===== src/rtl/uart_tx_fifo_drain.sv =====
// Drains an upstream byte FIFO onto a UART line: start bit, 8 data bits LSB first, stop bit.
// Define UART_TX_PARITY_EN to insert an even-parity bit between the data and stop bits.
module uart_tx_fifo_drain #(
  parameter int unsigned CLK_FREQ = 100_000_000,
  parameter int unsigned BAUD     = 9600
) (
  input  logic       clk,
  input  logic       rst,
  input  logic       fifo_empty,
  input  logic [7:0] fifo_rdata,
  output logic       fifo_rd,
  output logic       tx,
  output logic       tx_busy,
  output logic       tx_done
);

  localparam int unsigned DIV   = CLK_FREQ / BAUD;
  localparam int unsigned CNT_W = (DIV > 1) ? $clog2(DIV) : 1;
  localparam logic [CNT_W-1:0] CNT_LAST = CNT_W'(DIV - 1);
  localparam logic [CNT_W-1:0] CNT_ONE  = CNT_W'(1);

`ifdef UART_TX_PARITY_EN
  typedef enum logic [2:0] {StIdle, StStart, StData, StParity, StStop} state_e;
`else
  typedef enum logic [1:0] {StIdle, StStart, StData, StStop} state_e;
`endif

  state_e           state_q, state_d;
  logic [CNT_W-1:0] cnt_q, cnt_d;
  logic [2:0]       bit_idx_q, bit_idx_d;
  logic [7:0]       shift_q, shift_d;
  logic             tx_q, tx_d;
  logic             bit_end;
`ifdef UART_TX_PARITY_EN
  logic             parity_q, parity_d;
`endif

  assign bit_end = (cnt_q == CNT_LAST);

  // Next-state, pop strobe and completion pulse.
  always_comb begin
    state_d   = state_q;
    cnt_d     = cnt_q + CNT_ONE;
    bit_idx_d = bit_idx_q;
    shift_d   = shift_q;
    fifo_rd   = 1'b0;
    tx_done   = 1'b0;
`ifdef UART_TX_PARITY_EN
    parity_d  = parity_q;
`endif
    case (state_q)
      StIdle: begin
        cnt_d = '0;
        if (!fifo_empty) begin
          fifo_rd = 1'b1;
          shift_d = fifo_rdata;
`ifdef UART_TX_PARITY_EN
          parity_d = ^fifo_rdata;
`endif
          state_d = StStart;
        end
      end
      StStart: begin
        if (bit_end) begin
          cnt_d     = '0;
          bit_idx_d = '0;
          state_d   = StData;
        end
      end
      StData: begin
        if (bit_end) begin
          cnt_d = '0;
          if (bit_idx_q == 3'd7) begin
            bit_idx_d = '0;
`ifdef UART_TX_PARITY_EN
            state_d   = StParity;
`else
            state_d   = StStop;
`endif
          end else begin
            bit_idx_d = bit_idx_q + 3'd1;
            shift_d   = shift_q >> 1;
          end
        end
      end
`ifdef UART_TX_PARITY_EN
      StParity: begin
        if (bit_end) begin
          cnt_d   = '0;
          state_d = StStop;
        end
      end
`endif
      StStop: begin
        if (bit_end) begin
          tx_done = 1'b1;
          cnt_d   = '0;
          state_d = StIdle;
        end
      end
      default: begin
        cnt_d   = '0;
        state_d = StIdle;
      end
    endcase
  end

  // Line level is registered from the next state so tx never glitches on decode.
  always_comb begin
    tx_d = 1'b1;
    case (state_d)
      StStart:  tx_d = 1'b0;
      StData:   tx_d = shift_d[0];
`ifdef UART_TX_PARITY_EN
      StParity: tx_d = parity_d;
`endif
      default:  tx_d = 1'b1;
    endcase
  end

  always_ff @(posedge clk or posedge rst) begin
    if (rst) begin
      state_q   <= StIdle;
      cnt_q     <= '0;
      bit_idx_q <= '0;
      shift_q   <= '0;
      tx_q      <= 1'b1;
`ifdef UART_TX_PARITY_EN
      parity_q  <= 1'b0;
`endif
    end else begin
      state_q   <= state_d;
      cnt_q     <= cnt_d;
      bit_idx_q <= bit_idx_d;
      shift_q   <= shift_d;
      tx_q      <= tx_d;
`ifdef UART_TX_PARITY_EN
      parity_q  <= parity_d;
`endif
    end
  end

  assign tx      = tx_q;
  assign tx_busy = (state_q != StIdle);

endmodule


===== config.mk =====
export PLATFORM = sky130hd
export DESIGN_NAME = uart_tx_fifo_drain
export DESIGN_NICKNAME = d
export VERILOG_FILES = /design/src/rtl/uart_tx_fifo_drain.sv
export SDC_FILE = /design/constraint.sdc
export NUM_CORES = 1
export LEC_CHECK = 0
export ABC_AREA = 1
export BUFFER_PORTS_ARGS = -buffer_cell sky130_fd_sc_hd__buf_2
export CAP_MARGIN = 10
export CORE_UTILIZATION = 43
export CTS_CLUSTER_SIZE = 10
export DETAILED_ROUTE_END_ITERATION = 6
export PLACE_DENSITY_LB_ADDON = 0.15
export SYNTH_ARGS = -nofsm -noshare
export SYNTH_HDL_FRONTEND = slang
export SYNTH_SLANG_ARGS = --single-unit

===== constraint.sdc =====
create_clock -name clk -period 1.48 [get_ports clk]
set_clock_uncertainty 0.15 [all_clocks]
set_input_delay 0.074 -clock clk [delete_from_list [all_inputs] [get_ports clk]]
set_output_delay 0.074 -clock clk [all_outputs]
set_load 0.03 [all_outputs]

# After elaboration in Yosys (flattened, before gate mapping)
# Cells that the tools add are included.
[classes] n_addsub=2 n_eq_ne=11 mux=21 reduce_logical=7
[op_table] cell="14-bit case mux with 2 select lines" count=1
[op_table] cell="8-bit 2-to-1 mux" count=3
[op_table] cell="8-bit case mux with 2 select lines" count=1
[op_table] cell="14-bit by 1-bit adder with 14-bit output (second input constant)" count=1
[op_table] cell="14-bit equality test (second input constant)" count=1
[op_table] cell="14-bit 2-to-1 mux" count=1
[op_table] cell="2-bit 2-to-1 mux" count=5
[op_table] cell="3-bit 2-to-1 mux" count=3
[op_table] cell="2-bit != test (second input constant)" count=4
[op_table] cell="2-bit case mux with 4 select lines" count=1
[op_table] cell="2-bit equality test (second input constant)" count=3
[op_table] cell="3-bit case mux with 2 select lines" count=1
[op_table] cell="2-bit nonzero test" count=3
[op_table] cell="2-bit by 1-bit equality test with 1-bit output (second input constant)" count=2
[op_table] cell="1-bit 2-to-1 mux" count=4
[op_table] cell="4-bit AND reduction" count=1
[op_table] cell="3-bit by 1-bit adder with 3-bit output (second input constant)" count=1
[op_table] cell="3-bit equality test (second input constant)" count=1
[op_table] cell="3-bit AND reduction" count=1
[op_table] cell="3-bit OR reduction" count=1
[op_table] cell="2-bit logical NOT" count=1
[op_table] cell="1-bit case mux with 2 select lines" count=1
[totals] regBits=28 input_bits=11 word_cells=47

# Longest topological paths before layout
[logic_depth] depth_word=6 depth_mapped=11

# Worst setup path before layout
# OpenSTA, ideal clock, no wires.
[synth_path] kind="reg2out" startpoint="register cnt_q[0]" endpoint="output tx_done" t_arrival_ns=1.412 required_time_ns=1.256 path_slack_ns=-0.156 stages_incl_launch_ff=6 n_path_buf=0 cell_sequence="dfrtp_1 > ha_1 > nand3_2 > nor2_4 > nand2_4 > nor2_1"
[synth_between] elab_chain_cells=3
[synth_lines] item="start: declaration" line_no="29" text="logic [CNT_W-1:0] cnt_q, cnt_d;"
[synth_lines] item="start signal: assignment" line_no="133" text="cnt_q <= cnt_d;"
[synth_lines] item="14-bit equality test" line_no="38" text="assign bit_end = (cnt_q == CNT_LAST);"
[synth_lines] item="1-bit 2-to-1 mux" line_no="95" text="if (bit_end) begin"
[synth_lines] item="1-bit 2-to-1 mux" line_no="51" text="case (state_q)"
[synth_lines] item="end: declaration" line_no="14" text="output logic tx_done"
# No other way between the ends.

# Worst setup path in the final report
# Same ends and word-level chain as after synthesis.

==> flow_metrics.env <==
export IMPL_hold_viol=0
export IMPL_hold_ws_ns=0.179
export IMPL_crit_buf_inv=2
export IMPL_critPathTopFamily="flip-flops"
export IMPL_grt_pass1_vias=1492
export IMPL_setup_ws_ns=-0.278
export IMPL_r2r_start="cnt_q[0]$_DFF_PP0_"
export IMPL_tightest_slew_ns=0.463
export IMPL_antenna_found_initial=0
export IMPL_path_cells="ha_4 -> nand3_4 -> nor2_4 -> nand2_4 -> buf_6 -> nor2_4 -> buf_6"
export IMPL_max_freq_mhz=569
export IMPL_power_density_mw_per_mm2=496
export IMPL_crit_start="cnt_q[0]$_DFF_PP0_"
export IMPL_critical_path_startpoint_type="register"
export IMPL_drive_gt1_share_pct=46.6
export IMPL_drv_cap=0
export IMPL_syn_nets=201
export IMPL_hold_path_class="primary input to async pin"
export IMPL_synthTopCellsByCount="42 x nand2_1, 27 x dfrtp_1, 26 x nand3_1, 18 x inv_1, 17 x nor2_1"
export IMPL_crit_type="register to primary output"
export IMPL_worstRegToRegCells=10
export IMPL_clockBufferDepth=2
export IMPL_drtIter0Drc=107
export IMPL_gp_routability_congestion=0.840
export IMPL_cts_clk_slew_worst_paths_ns=0.15
export IMPL_ioPinCount=15
export IMPL_status="finished with violations"
export IMPL_p_leak_nw=1.25
export IMPL_setup_violations_final=28
export IMPL_yosysTopAreaCell="dfrtp_1"
export IMPL_period_share_pct=119
export IMPL_cts_max_level=1
export IMPL_cts_tree="done"
export IMPL_r2r_end="cnt_q[9]$_DFF_PP0_"
export IMPL_finalCriticalPeriod_ns=1.76
export IMPL_die_y_um=62.5
export IMPL_wl_per_cell_um=13.3
export IMPL_violations="negative setup slack"
export IMPL_seq_area_um2=703
export IMPL_arrival_ns=1.53
export IMPL_synth_edf_count=0
export IMPL_maxSlewViolCount=0
export IMPL_ir_worst_vdd_uv=395
export IMPL_viasPerCell=4.89
export IMPL_rows=21
export IMPL_die_area_mm2=0.00390
export IMPL_area_delta_synth_final_pct=54.1
export IMPL_dp_hpwl_um=2600
export IMPL_routed_wl_um=4120
export IMPL_dr_pass1_iters=4
export IMPL_cts_buffers=3
export IMPL_max_slew_margin_rel_pct=68.7
export IMPL_drc=0
export IMPL_fillers=260
export IMPL_synth_top_area_share_pct=43.0
export IMPL_synthArstFlopShare_pct=100
export IMPL_worst_path_largest_cell_delay_ns=0.42
export IMPL_cts_root_buffer="clkbuf_4"
export IMPL_grt_max_degree=29
export IMPL_grt_usage_pct=21.5
export IMPL_ys_seq_elements=28
export IMPL_finalPower_mw=1.20
export IMPL_avgSynthCellArea_um2=8.40
export IMPL_crit_cells=7
export IMPL_endpoint="tx_done"
export IMPL_antenna_cells=0
export IMPL_nets=279
export IMPL_synth_area_mm2=0.00157
export IMPL_postSynthCellCount=187
export IMPL_reg2reg_slack_ns=-0.25
export IMPL_chipWidth_um=62.5
export IMPL_portBuffers=14
export IMPL_synth_most_common_cell="nand2_1"
export IMPL_synthTopCellsByArea="dfrtp_1 43%, nand2_1 10%, nand3_1 8.3%"
export IMPL_ant_nets=0
export IMPL_vias=1516
export IMPL_synth_ff_type="dfrtp_1"
export IMPL_grt_first_pass_wirelength_um=6610
export IMPL_synthDistinctLibCells=29
export IMPL_cts_sinks=28
export IMPL_multi_input_area_um2=918
export IMPL_critPathCaptureType="primary output"
export IMPL_crit_slowest_cell="dfrtp_1"
export IMPL_clkLatencyLatePin_ns=0.33
export IMPL_coreArea_mm2=0.00342
export IMPL_initial_utilization_pct=46.0
export IMPL_yosysSeqAreaShare_pct=44.7
export IMPL_tns_ns=-4.13
export IMPL_rsz0062_at_grt="yes"
export IMPL_grt_overflow=0
export IMPL_cp_max_fo=2
export IMPL_yosysWarnings=0
export IMPL_critPathRequiredTime_ns=1.26
## area by class of cell
cell class              count  share of cell area, %
inverters                  26                   4.44
well taps                  46                   2.38
multi-input cells         133                   37.9
clock buffers               4                   1.50
repair buffers             73                   24.7
flip-flops and latches     28                   29.0
## state kept, by name, indices dropped and copies added (netlist names)
name       flops
state_q        2
cnt_q         14
bit_idx_q      3
shift_q        8
tx             1
## worst reg2reg max path, stage by stage (launching register included)
cell and delay, ns:
dfrtp_1 0.42, buf_4 0.13, buf_6 0.09, buf_6 0.09, nand3_4 0.09, nor3_4 0.18, nand2_2 0.10, nor2_4 0.14
nand2_2 0.08, o21ai_1 0.12, nor2_1 0.06
## where the power goes
part           internal [mW]  switching, mW
clock network          0.151          0.232
registers              0.765              0
logic                 0.0285         0.0252
total                  0.945          0.257
## cell families after synthesis
group | share of synthesized area, %
compound gates | 5.73
buf+inv | 6.37
flops | 44.7
xor+xnor | 1.11
fa+ha+maj | 2.39
simple gates | 39.7
## through the flow
step / cells / setup slack [ns] / area (um2) / util (%)
CTS: 302 / -0.284 / 2270 / 66.5
global route: 310 / -0.362 / 2420 / 70.9
detailed placement: 275 / -0.145 / 1950 / 57.1
finish: 310 / -0.278 / 2420 / 70.9
floorplan: 187 / -0.0794 / 1610 / -
global placement: 275 / -0.0943 / 1950 / 57.1
## how the worst min path moves through the flow
stage,cells after the start,start,to
after floorplan,1,rst,bit_idx_q[0]$_DFFE_PP0P_
after global placement,3,rst,bit_idx_q[2]$_DFFE_PP0P_
after detailed placement,3,rst,bit_idx_q[2]$_DFFE_PP0P_
after CTS,4,rst,bit_idx_q[2]$_DFFE_PP0P_
after global routing,4,rst,bit_idx_q[0]$_DFFE_PP0P_
final,4,rst,bit_idx_q[2]$_DFFE_PP0P_
## placed cells by master (no fill, tap or decap), types with 2 or more instances in the layout
cell,synthesis,layout
nor2_1,17,10
inv_4,1,2
nor2_8,2,2
buf_4,0,40
nand3_2,3,5
buf_2,0,11
buf_6,0,11
a21oi_1,6,5
o21ai_1,3,3
a22o_1,2,2
nor3_4,2,2
nand2_2,3,8
nor2_2,3,5
nand4_1,2,2
nand2_4,3,5
dfrtp_1,27,26
inv_1,18,16
nor3_1,5,5
inv_2,6,7
nand3_4,0,2
nand2_1,42,35
nor2_4,3,8
clkbuf_4,0,3
ha_4,0,2
nand3_1,26,22
dlygate4sd3_1,0,10
## per-layer routing
| metal | wire length [um] | share of wire (%) | GRT usage (%) |
|---|---|---|---|
| met4 | 67 | 1.6 | 4.36 |
| met3 | 103 | 2.5 | 2.37 |
| met5 | 0 | 0 | 0 |
| met2 | 2170 | 53 | 40.5 |
| met1 | 1780 | 43 | 26.0 |
## timing repair
| action | in CTS | in global routing |
|---|---|---|
| endpoints found under the setup margin | 23 | 30 |
| resized for setup | 22 | 26 |
| hold endpoints to repair | 36 | 0 |
| gates cloned | 0 | 0 |
| hold buffers | 10 | 0 |
| buffers inserted | 13 | 9 |
| pin swaps | 9 | 14 |
(Power assumes the default switching activity.)
